==> src/rtl/picmicro_loader_pkg.sv <==
// Shared command codes, FSM states and frame sizes for the PIC serial program loader.
// Readback support is compiled in only when PICMICRO_LOADER_READBACK_EN is defined.
package picmicro_loader_pkg;

  localparam int CMD_BITS   = 6;
  localparam int FRAME_BITS = 16;

  localparam logic [CMD_BITS-1:0] CMD_LOAD_DATA  = 6'h02;
  localparam logic [CMD_BITS-1:0] CMD_READ_DATA  = 6'h04;
  localparam logic [CMD_BITS-1:0] CMD_INC_ADDR   = 6'h06;
  localparam logic [CMD_BITS-1:0] CMD_BEGIN_PROG = 6'h08;
  localparam logic [CMD_BITS-1:0] CMD_RESET_ADDR = 6'h16;

  typedef enum logic [2:0] {
    ST_IDLE,
    ST_CMD,
    ST_DATA,
    ST_WRITE
`ifdef PICMICRO_LOADER_READBACK_EN
    ,
    ST_READ
`endif
  } loader_state_e;

endpackage

==> src/rtl/picmicro_loader_sync_edge.sv <==
// Brings the asynchronous host pgc/pgd pins into the clk domain and flags pgc rising edges.
module picmicro_loader_sync_edge #(
  parameter int SYNC_STAGES = 2
) (
  input  logic clk,
  input  logic rst_n,
  input  logic pgc_i,
  input  logic pgd_i,
  output logic pgc_rise_o,
  output logic pgd_bit_o
);

  logic [SYNC_STAGES-1:0] pgc_sync_q;
  logic [SYNC_STAGES-1:0] pgd_sync_q;
  logic                   pgc_prev_q;

  always_ff @(posedge clk) begin
    if (!rst_n) begin
      pgc_sync_q <= '0;
      pgd_sync_q <= '0;
      pgc_prev_q <= 1'b0;
    end else begin
      pgc_sync_q[0] <= pgc_i;
      pgd_sync_q[0] <= pgd_i;
      for (int i = 1; i < SYNC_STAGES; i++) begin
        pgc_sync_q[i] <= pgc_sync_q[i-1];
        pgd_sync_q[i] <= pgd_sync_q[i-1];
      end
      pgc_prev_q <= pgc_sync_q[SYNC_STAGES-1];
    end
  end

  // Both pins see identical delay, so pgd is sampled in the same cycle the edge is seen.
  assign pgc_rise_o = pgc_sync_q[SYNC_STAGES-1] & ~pgc_prev_q;
  assign pgd_bit_o  = pgd_sync_q[SYNC_STAGES-1];

endmodule

==> src/rtl/picmicro_prog_loader.sv <==
// PIC-style serial programming loader: decodes host commands/data frames into memory writes.
// Define PICMICRO_LOADER_READBACK_EN to add the READ_DATA command and pgd readback pins.
module picmicro_prog_loader
  import picmicro_loader_pkg::*;
#(
  parameter int ADDR_WIDTH  = 13,
  parameter int SYNC_STAGES = 2
) (
  input  logic                  clk,
  input  logic                  rst_n,
  input  logic                  prog_en,
  input  logic                  pgc,
  input  logic                  pgd,
  output logic                  core_hold,
  output logic                  mem_wr_en,
  output logic [ADDR_WIDTH-1:0] mem_addr,
  output logic [13:0]           mem_wr_data
`ifdef PICMICRO_LOADER_READBACK_EN
  ,
  input  logic [13:0]           mem_rd_data,
  output logic                  pgd_out,
  output logic                  pgd_oe
`endif
);

  localparam int CNT_W = $clog2(FRAME_BITS);
  localparam logic [CNT_W-1:0] CMD_LAST   = CNT_W'(CMD_BITS - 1);
  localparam logic [CNT_W-1:0] FRAME_LAST = CNT_W'(FRAME_BITS - 1);

  logic pgc_rise;
  logic pgd_bit;

  picmicro_loader_sync_edge #(
    .SYNC_STAGES(SYNC_STAGES)
  ) u_sync (
    .clk       (clk),
    .rst_n     (rst_n),
    .pgc_i     (pgc),
    .pgd_i     (pgd),
    .pgc_rise_o(pgc_rise),
    .pgd_bit_o (pgd_bit)
  );

  loader_state_e         state_q;
  logic [CNT_W-1:0]      bit_cnt_q;
  logic [CMD_BITS-1:0]   cmd_sr_q;
  logic [FRAME_BITS-1:0] frame_sr_q;
  logic [ADDR_WIDTH-1:0] addr_q;
  logic [13:0]           wr_data_q;
  logic                  wr_en_q;
  logic [CMD_BITS-1:0]   cmd_d;
  logic [FRAME_BITS-1:0] frame_d;

`ifdef PICMICRO_LOADER_READBACK_EN
  logic [FRAME_BITS-1:0] rd_sr_q;
  logic                  pgd_oe_q;
  logic                  pgd_out_q;
`endif

  // LSB-first shifting: each new bit enters at the top and the word slides down.
  assign cmd_d   = {pgd_bit, cmd_sr_q[CMD_BITS-1:1]};
  assign frame_d = {pgd_bit, frame_sr_q[FRAME_BITS-1:1]};

  always_ff @(posedge clk) begin
    if (!rst_n) begin
      state_q    <= ST_IDLE;
      bit_cnt_q  <= '0;
      cmd_sr_q   <= '0;
      frame_sr_q <= '0;
      addr_q     <= '0;
      wr_data_q  <= '0;
      wr_en_q    <= 1'b0;
`ifdef PICMICRO_LOADER_READBACK_EN
      rd_sr_q    <= '0;
      pgd_oe_q   <= 1'b0;
      pgd_out_q  <= 1'b0;
`endif
    end else begin
      wr_en_q <= 1'b0;
      // Dropping prog_en abandons any partial shift; WRITE is left to finish its strobe.
      if (!prog_en && state_q != ST_IDLE && state_q != ST_WRITE) begin
        state_q    <= ST_IDLE;
        bit_cnt_q  <= '0;
        cmd_sr_q   <= '0;
        frame_sr_q <= '0;
`ifdef PICMICRO_LOADER_READBACK_EN
        pgd_oe_q   <= 1'b0;
        pgd_out_q  <= 1'b0;
`endif
      end else begin
        case (state_q)
          ST_IDLE: begin
            bit_cnt_q  <= '0;
            cmd_sr_q   <= '0;
            frame_sr_q <= '0;
            if (prog_en) begin
              state_q <= ST_CMD;
              addr_q  <= '0;
            end
          end

          ST_CMD: begin
            if (pgc_rise) begin
              cmd_sr_q <= cmd_d;
              if (bit_cnt_q == CMD_LAST) begin
                bit_cnt_q <= '0;
                case (cmd_d)
                  CMD_LOAD_DATA:  state_q <= ST_DATA;
                  CMD_INC_ADDR:   addr_q  <= addr_q + ADDR_WIDTH'(1);
                  CMD_RESET_ADDR: addr_q  <= '0;
                  CMD_BEGIN_PROG: begin
                    state_q <= ST_WRITE;
                    wr_en_q <= 1'b1;
                  end
`ifdef PICMICRO_LOADER_READBACK_EN
                  CMD_READ_DATA: begin
                    state_q   <= ST_READ;
                    rd_sr_q   <= {1'b0, mem_rd_data, 1'b0};
                    pgd_oe_q  <= 1'b1;
                    pgd_out_q <= 1'b0;
                  end
`endif
                  default: state_q <= ST_CMD;
                endcase
              end else begin
                bit_cnt_q <= bit_cnt_q + CNT_W'(1);
              end
            end
          end

          ST_DATA: begin
            if (pgc_rise) begin
              frame_sr_q <= frame_d;
              if (bit_cnt_q == FRAME_LAST) begin
                bit_cnt_q <= '0;
                wr_data_q <= frame_d[14:1];
                state_q   <= ST_CMD;
              end else begin
                bit_cnt_q <= bit_cnt_q + CNT_W'(1);
              end
            end
          end

          ST_WRITE: begin
            state_q <= prog_en ? ST_CMD : ST_IDLE;
          end

`ifdef PICMICRO_LOADER_READBACK_EN
          ST_READ: begin
            if (pgc_rise) begin
              if (bit_cnt_q == FRAME_LAST) begin
                bit_cnt_q <= '0;
                pgd_oe_q  <= 1'b0;
                pgd_out_q <= 1'b0;
                state_q   <= ST_CMD;
              end else begin
                bit_cnt_q <= bit_cnt_q + CNT_W'(1);
                rd_sr_q   <= rd_sr_q >> 1;
                pgd_out_q <= rd_sr_q[1];
              end
            end
          end
`endif

          default: state_q <= ST_IDLE;
        endcase
      end
    end
  end

  assign core_hold   = (state_q != ST_IDLE);
  assign mem_wr_en   = wr_en_q;
  assign mem_addr    = addr_q;
  assign mem_wr_data = wr_data_q;

`ifdef PICMICRO_LOADER_READBACK_EN
  assign pgd_oe  = pgd_oe_q;
  assign pgd_out = pgd_out_q;
`endif

endmodule
==> config.mk <==
export PLATFORM = sky130hd
export DESIGN_NAME = picmicro_prog_loader
export DESIGN_NICKNAME = d
export VERILOG_FILES = /design/src/rtl/picmicro_loader_pkg.sv /design/src/rtl/picmicro_loader_sync_edge.sv /design/src/rtl/picmicro_prog_loader.sv
export SDC_FILE = /design/constraint.sdc
export NUM_CORES = 1
export LEC_CHECK = 0
export CAP_MARGIN = 5
export CORE_MARGIN = 3
export CORE_UTILIZATION = 59
export CTS_BUF_LIST = sky130_fd_sc_hd__clkbuf_8 sky130_fd_sc_hd__clkbuf_16
export DETAILED_ROUTE_END_ITERATION = 12
export PLACE_DENSITY_LB_ADDON = 0.08
export SYNTH_ARGS = -nofsm -noshare
export SYNTH_HDL_FRONTEND = slang
export SYNTH_SLANG_ARGS = --single-unit
export TNS_END_PERCENT = 30
==> constraint.sdc <==
create_clock -name clk -period 3.55 [get_ports clk]
set_input_delay 0.71 -clock clk [delete_from_list [all_inputs] [get_ports clk]]
set_output_delay 0.71 -clock clk [all_outputs]
set_load 0.005 [all_outputs]
Word-level counts from Yosys, hierarchy flattened

Cells that the tools add are included.

Multiplexer cells: 23
$add $sub $neg: 2
Bitwise operators: 7
Reductions and logical operators: 17
Equal/unequal tests: 17

Operators with widths:

| cell                    | count |
|---|---|
| $pmux W13 S2            | 2 |
| $mux W13                | 3 |
| $pmux W16 S2            | 1 |
| $mux W16                | 1 |
| $mux W4                 | 4 |
| $mux W3                 | 5 |
| $add A13 B1 Y13 const B | 1 |
| $ne A2 B2 Y1 const B    | 6 |
| $pmux W3 S4             | 1 |
| $pmux W4 S3             | 1 |
| $pmux W6 S2             | 1 |
| $reduce_and A6 Y1       | 2 |
| $pmux W3 S3             | 1 |
| $eq A3 B2 Y1 const B    | 2 |
| $eq A6 B2 Y1 const B    | 1 |
| $eq A6 B3 Y1 const B    | 1 |
| $eq A6 B4 Y1 const B    | 1 |
| $eq A6 B5 Y1 const B    | 1 |
| $mux W6                 | 1 |
| $not A1 Y1              | 6 |
| $reduce_bool A3 Y1      | 2 |
| $reduce_or A5 Y1        | 1 |
| $add A4 B1 Y4 const B   | 1 |
| $eq A4 B3 Y1 const B    | 1 |
| 14 further kinds        | 19 |

Input bits: 5
Logic and storage cells: 76
Register bits after elaboration: 62
Output and inout bits: 29

Longest topological paths before layout

Gate-level depths: netlist (run 1).

Word-level depth: 6
Depth in mapped cells: 8

By module

From an unflattened synthesis (run 1), not the netlist that was laid out.

Cell total of the unflattened synthesis: 273
Area, all modules: 2,529.9 sq um

By module, submodules not included:

| module                    | area an instance (sq um) | cells each | instances |
|---|---|---|---|
| picmicro_prog_loader      | 2,392.3                  | 262        | 1 |
| picmicro_loader_sync_edge | 137.6                    | 11         | 1 |

Worst setup path before layout (run 1)

OpenSTA, ideal clock, no wires.

Path kind: reg-to-reg
From: register state_q[0]
To: register wr_data_q[10], in the netlist mem_wr_data[10]
Arrival time: 1.794 ns
Data required time: 3.422 ns
Path slack: 1.628 ns
Path buffers: 1
Cell stages (with the launch flop): 8
Setup time: 0.128 ns
Cell sequence: dfxtp_1 inv_1 ha_1 inv_1 nor4_2 buf_4 mux2i_1 nor2_1

Word-level cells in the longest chain between the ends: 5

RTL lines:

| what                             | line                        | source |
|---|---|---|
| from (decl)                      | picmicro_prog_loader.sv:44  | `loader_state_e state_q;` |
| from (signal assigned)           | picmicro_prog_loader.sv:145 | `state_q <= prog_en ? ST_CMD : ST_IDLE;` |
| $reduce_bool A3 Y1               | picmicro_prog_loader.sv:81  | `if (!prog_en && state_q != ST_IDLE && state_q != ST_WRITE) begin` |
| $logic_and A1 B1 Y1 (2 in a row) | picmicro_prog_loader.sv:81  |  |
| $not A1 Y1 (no line)             | --                          |  |
| $reduce_and A4 Y1 (no line) (*)  | --                          |  |
| to (signal assigned)             | picmicro_prog_loader.sv:136 | `wr_data_q <= frame_d[14:1];` |
| to (decl)                        | picmicro_prog_loader.sv:49  | `logic [13:0] wr_data_q;` |

Every way passes the cells marked *; elsewhere a longest branch is shown, timed or not.
A chain may end at the register's enable or synchronous reset.

Worst setup path in the final report (run 1)

From: register state_q[1]
To: register bit_cnt_q[3]

Word-level cells in the longest chain between the ends: 4

RTL lines:

| what                                                                 | line                        | source |
|---|---|---|
| parallel branches: the longest is 4 deep, another holds $eq A3 B1 Y1 | --                          |  |
| to (signal assigned)                                                 | picmicro_prog_loader.sv:126 | `bit_cnt_q <= bit_cnt_q + CNT_W'(1);` |
| to (signal assigned)                                                 | picmicro_prog_loader.sv:139 | `bit_cnt_q <= bit_cnt_q + CNT_W'(1);` |
| to (decl)                                                            | picmicro_prog_loader.sv:45  | `logic [CNT_W-1:0] bit_cnt_q;` |

Parallel ways; which one is timed is not known.

==> out/results.txt, run 1 <==
total number of vias -> 2294
Synthesized Nets -> 307
Worst Path Arrival -> 2.79 ns
grt ovf -> 0
sequential power share -> 37.6%
Pint -> 1280 uW
WP data required -> 3.82 ns
CTS Buf Count -> 9
CP endpoint kind -> register
DP HPWL -> 3951 microns
drt wl/cell -> 15.58 microns
worst skew pair latency -> 0.34 ns
die area -> 5461 sq um
post-synthesis average cell area -> 9.252 sq um
VDD IR-drop max -> 0.3155 mV
die width -> 73.90 microns
total power -> 1799 uW
initial antenna violation count -> 0
pwr dens -> 544.4 nW/um^2
pins over their slew limit -> 0
Sw Ratio -> 28.82%
clock skew -> 0.004835 ns
Post-Syn Area -> 2720 sq um
Clock power frac -> 41.2%
Post-synth EDFFs -> 0
Starting Density -> 61.62%
DRC viols -> 0
drt first pass iters -> 4
sequential area share after synthesis -> 42.69%
CORE AREA -> 4414 sq um
clk buf depth -> 2
critical path type -> reg2reg
worst hold path class -> reg2reg
Final Net Count -> 338
Area Overhead vs Synth -> 21.48%
Post-CTS Setup Bufs -> 0
Slew @ Worst Pin -> 0.9080 ns
GP Congestion -> 0.8726
H-tree depth reported by CTS -> 3
CTS tree -> done
first-pass GRT wire length -> 10170 microns
DRT Wirelength -> 5951 microns
combinational power share -> 21.2%
final setup fails -> 0
CTS Hold Bufs -> 0
DRT iter0 DRCs -> 211
post-synthesis register bit count -> 58
Vias/cell -> 6.005
RSZ-0062 raised after global routing -> no
Switch Pwr -> 518.5 uW
area of the multi-input gates -> 1414 sq um
CTS clk-pin slew, worst paths -> 0.07 ns
IO Count -> 34
Max-Cap Viols -> 0
Total GRT Usage -> 24.29%
Diodes inserted -> 0
final hold vios -> 0
# fillers -> 324
post-CTS sizing -> 0
num rows -> 24
post-synthesis cell count -> 294
sequential cell area -> 1161 sq um
largest net degree at the start of global routing -> 27
asr flop ratio synth -> 0%
root buf cell -> clkbuf_8
vias in the first global route -> 2177
Die Ht -> 73.90 microns
share of layout cells above drive strength 1 -> 9.697%
fmax -> 396.9 MHz
Final Cycle Share -> 70.97%
status -> complete, no violations
# port buffers -> 33
min Tclk post-route -> 2.519 ns
Synth cell types -> 49
Max FO, Critical Path -> 16
Post-synth top flop -> dfxtp_1
Max-slew headroom -> 38.95%
nature of the critical path startpoint -> register
Setup TNS -> 0 ns
warning count from the yosys run -> 0
static leakage -> 0.001185 uW
Antenna Nets Post-Route -> 0
clk sink count -> 58
-- metal layers --
metal / vias to the layer above / share of wire, % / global-route usage, %
met4: 0 / 2.2 / 11.07
met5: - / 0 / 0
li1: 1138 / - / -
met2: 63 / 46 / 36.71
met1: 1081 / 48 / 33.28
met3: 12 / 4.5 / 5.062
-- layout make-up --
class	instances	share of cell area, %
multi-input combinational	203	42.79
clock inverter	6	3.218
sequential	58	35.14
clock buffer	10	4.165
tap	52	1.969
inverter	16	1.817
timing repair buffer	37	10.90
-- cells by family (layout without fill, tap and decap cells) --
logic type,after synthesis,count (layout),synth area share (%)
AO/OA/AOI/OAI,65,65,18.54
adder cells (fa/ha/maj),8,8,3.680
buffers and inverters,33,69,5.657
flip-flops,58,58,42.69
multiplexers,17,17,6.256
AND/OR/NAND/NOR,113,113,23.18
-- critical path: stages (launching register included) --
cell and delay (ns):
dfxtp_1 0.35, inv_1 0.11, ha_1 0.56, and4b_1 0.30, nor4b_2 0.45, or4b_1 0.52
a31oi_1 0.17
-- cells in the mapped netlist (all sizes together), types with 2 or more instances --
library cell / number / area, sq um
ha: 8 / 100.1
a22oi: 19 / 142.6
and4b: 2 / 20.02
nor2b: 3 / 18.77
and2: 6 / 37.54
inv: 16 / 60.06
a21o: 4 / 30.03
or4b: 2 / 20.02
nor3: 5 / 25.02
a31o: 4 / 35.03
nor2: 37 / 138.9
or3b: 2 / 17.52
nand4b: 4 / 35.03
buf: 8 / 60.05
dfxtp: 58 / 1161
a31oi: 3 / 33.78
and3: 2 / 12.51
nand2: 15 / 56.30
o31ai: 3 / 22.52
nand3: 11 / 55.05
a21oi: 11 / 55.05
clkbuf: 9 / 33.78
o22ai: 5 / 31.28
o211a: 5 / 50.05
nand2b: 5 / 31.28
mux2i: 17 / 170.2
o21ai: 2 / 21.27
o32ai: 2 / 17.52
nand4: 8 / 50.05
nor4: 6 / 58.80
-- power groups by stage --
stage                     clock network (uW)  registers, uW  logic, uW
after floorplan                            0            688        296
after global placement                     0            690        365
after detailed placement                   0            690        373
after CTS                                751            676        376
after global routing                     774            679        418
final                                    740            676        382
-- stage by stage --
stage          utilization [%]  area (sq um)  instances  hold slack, ns  setup slack [ns]
6_report                 74.86          3304        382          0.4396             1.031
5_1_grt                  74.86          3304        382          0.4599            0.8738
4_1_cts                  74.86          3304        382          0.4428             1.043
3_5_place_dp             69.33          3060        366          0.4298            0.9023
3_3_place_gp             69.33          3060        366          0.4139            0.9501
2_1_floorplan                -          2720        294          0.4119             1.628
-- sequential cells by signal (all words and copies together) (netlist names) --
name	cells
bit_cnt_q	4
cmd_sr_q	5
frame_sr_q	14
mem_addr	13
mem_wr_data	14
mem_wr_en	1
state_q	2
u_sync.pgc_prev_q	1
u_sync.pgc_sync_q	2
u_sync.pgd_sync_q	2
-- layout by cell type (no fill, tap or decap), types with 2 or more instances in the layout --
master           count
nand3_1             11
or3b_2               2
o211a_1              5
clkdlybuf4s50_1     33
a21o_1               4
nor4_4               2
a21oi_1             11
o22ai_1              5
o32ai_1              2
nor2_1              37
a31oi_1              2
and2_1               6
nor4_1               4
mux2i_1             17
nand2b_1             5
nor2b_1              3
nand4b_1             4
a31o_2               4
buf_4                4
or4b_1               2
inv_1               18
and3_1               2
o31ai_1              3
ha_1                 8
a22oi_1             19
dfxtp_1             58
nand2_1             15
and4b_1              2
nand4_1              8
bufinv_16            3
nor3_1               5
clkbuf_8            10
-- path summary, 6_finish.rpt --
kind / end / startpoint / cells after the start / slack [ns]
worst max-delay path: bit_cnt_q[3] / state_q[1] / 6 / 1.03
worst min-delay path: u_sync.pgd_sync_q[1] / u_sync.pgd_sync_q[0] / 1 / 0.44
worst min register to register: u_sync.pgd_sync_q[1] / u_sync.pgd_sync_q[0] / 1 / 0.44
worst max register to register: bit_cnt_q[3] / state_q[1] / 6 / 1.03
No activity file was read; power rests on OpenSTA's default activity.
==> inputs of run 2 (changes only) <==
- CORE_UTILIZATION: 59 -> 55
- clock period: 3.55 -> 2.6 ns (I/O delays scaled with it)
==> out/results.txt, run 2 (synthesized netlist as in run 1, its figures left out) <==
Total GRT Usage -> 21.29% (-3.0 points)
# port buffers -> 33 (unchanged)
min Tclk post-route -> 2.312 ns (-0.2072 ns)
Post-Place Cell Area -> 3124 sq um (+2.1%)
CORE AREA -> 4564 sq um (+3.4%)
Inst Count DP -> 382 (+4.4%)
DRT Wirelength -> 5769 microns (-3.1%)
pins over their slew limit -> 0 (unchanged)
Max-Cap Viols -> 0 (unchanged)
Worst Path Arrival -> 2.57 ns (-0.22 ns)
CTS clk-pin slew, worst paths -> 0.07 ns (about the same)
clk sink count -> 58 (unchanged)
num rows -> 24 (unchanged)
WP data required -> 2.86 ns (-0.96 ns)
pwr dens -> 692.1 nW/um^2 (+27%)
worst hold path class -> reg2reg
CP endpoint kind -> register
initial antenna violation count -> 0 (unchanged)
die area -> 5826 sq um (+6.7%)
drt first pass iters -> 5 (+1)
share of layout cells above drive strength 1 -> 11.11% (+1.4 points)
VDD IR-drop max -> 0.4171 mV (+32%)
final hold vios -> 0 (unchanged)
DRT iter0 DRCs -> 206 (-2.4%)
DP HPWL -> 3955 microns (+0.11%)
Max FO, Critical Path -> 14 (-2)
static leakage -> 0.001176 uW (-0.78%)
post-CTS sizing -> 0 (unchanged)
GP Congestion -> 0.7944 (-9.0%)
Starting Density -> 59.59% (-2.0 points)
Finished Cell Area -> 3324 sq um (+0.61%)
root buf cell -> clkbuf_8
status -> complete, no violations
die width -> 76.33 microns (+3.3%)
largest net degree at the start of global routing -> 27 (unchanged)
fmax -> 432.5 MHz (+9.0%)
nature of the critical path startpoint -> register
vias in the first global route -> 2179 (+0.092%)
CTS Buf Count -> 9 (unchanged)
clk buf depth -> 2 (unchanged)
IO Count -> 34 (unchanged)
Diodes inserted -> 0 (unchanged)
commonest non-fill, non-tap cell in the layout -> dfxtp_1
Setup TNS -> 0 ns (unchanged)
drt wl/cell -> 14.49 microns (-7.0%)
total number of vias -> 2290 (-0.17%)
worst skew pair latency -> 0.33 ns (about the same)
Area Overhead vs Synth -> 22.22%
clock skew -> 0.01147 ns (+0.006637 ns)
grt ovf -> 0 (unchanged)
DRC viols -> 0 (unchanged)
final setup fails -> 0 (unchanged)
Slew @ Worst Pin -> 1.130 ns (+0.2215 ns)
total power -> 2301 uW (+28%)
Antenna Nets Post-Route -> 0 (unchanged)
CTS Hold Bufs -> 0 (unchanged)
Final Net Count -> 341 (+0.89%)
CTS tree -> done
final core utilization -> 72.83% (-2.0 points)
Final Cycle Share -> 88.93% (+18 points)
Final Instance Count excl. Fillers -> 398 (+4.2%)
Post-CTS Setup Bufs -> 0 (unchanged)
commonest non-fill, non-tap cells in the layout -> dfxtp_1, nor2_1, clkdlybuf4s50_1
first-pass GRT wire length -> 10160 microns (about the same)
critical path type -> reg2reg
RSZ-0062 raised after global routing -> no
Vias/cell -> 5.754 (-4.2%)
H-tree depth reported by CTS -> 3 (unchanged)
Die Ht -> 76.33 microns (+3.3%)
Max-slew headroom -> 24.70% (-14 points)
## run 2: changes by cell type in the layout (fill, tap and decap cells not counted)
cell | previous run | this run
buf_12 | 0 | 2
bufinv_16 | 3 | 1
clkinvlp_4 | 0 | 2
inv_1 | 18 | 16
inv_6 | 0 | 2
buf_4 | 4 | 5
clkbuf_8 | 10 | 9
clkinv_2 | 0 | 1
## run 2: layout make-up
cell class,count,area (sq um)
multi-input cells,203,1414
clock inverters,7,76.32
flip-flops and latches,58,1161
clock buffers,9,123.9
fillers,348,1240
inverters,16,60.06
repair buffers,40,407.9
well taps,65,81.33
## run 2: path summary, 6_finish.rpt
check	cells after the start	start	end	slack, ns
worst max-delay path	6	state_q[0]	frame_sr_q[15]	0.29
worst max register to register	6	state_q[0]	frame_sr_q[15]	0.29
worst min register to register	1	u_sync.pgc_sync_q[0]	u_sync.pgc_sync_q[1]	0.44
worst min-delay path	1	u_sync.pgc_sync_q[0]	u_sync.pgc_sync_q[1]	0.44
## run 2: critical path, cell delays in order, from the launching register on
cell and delay (ns):
dfxtp_1 0.41, inv_1 0.09, ha_1 0.29, and3b_1 0.23, a21oi_1 0.86, a22oi_1 0.19
nor2_1 0.17
## run 2: per-stage QoR
step / hold WS, ns / worst slack (ns)
after floorplan: 0.4119 / 0.6784
after global placement: 0.4162 / 0.3894
after detailed placement: 0.4215 / 0.3495
after CTS: 0.4392 / 0.3352
after global routing: 0.4451 / 0.1391
final: 0.4376 / 0.2878
## run 2: power by group
group	internal (uW)	switching (uW)	total (uW)	leakage, uW
clock network	448	392	841	0.0000962
logic	209	329	538	0.000612
registers	904	18.2	922	0.000468
total	1560	740	2300	0.00118
## run 2: routing by layer
layer  global-route usage, %  vias to the layer above  part of all wire [%]
met5                       0                        -                     0
met4                   7.246                        0                  0.54
met3                   5.437                        2                   4.6
met2                   33.13                       59                    46
met1                   28.71                     1081                    49
li1                        -                     1148                     -
==> inputs of run 3 (changes only) <==
- CAP_MARGIN: 5 -> 0
==> results of run 3 <==
The final DEF is identical to that of run 2; final timing and power are the same.
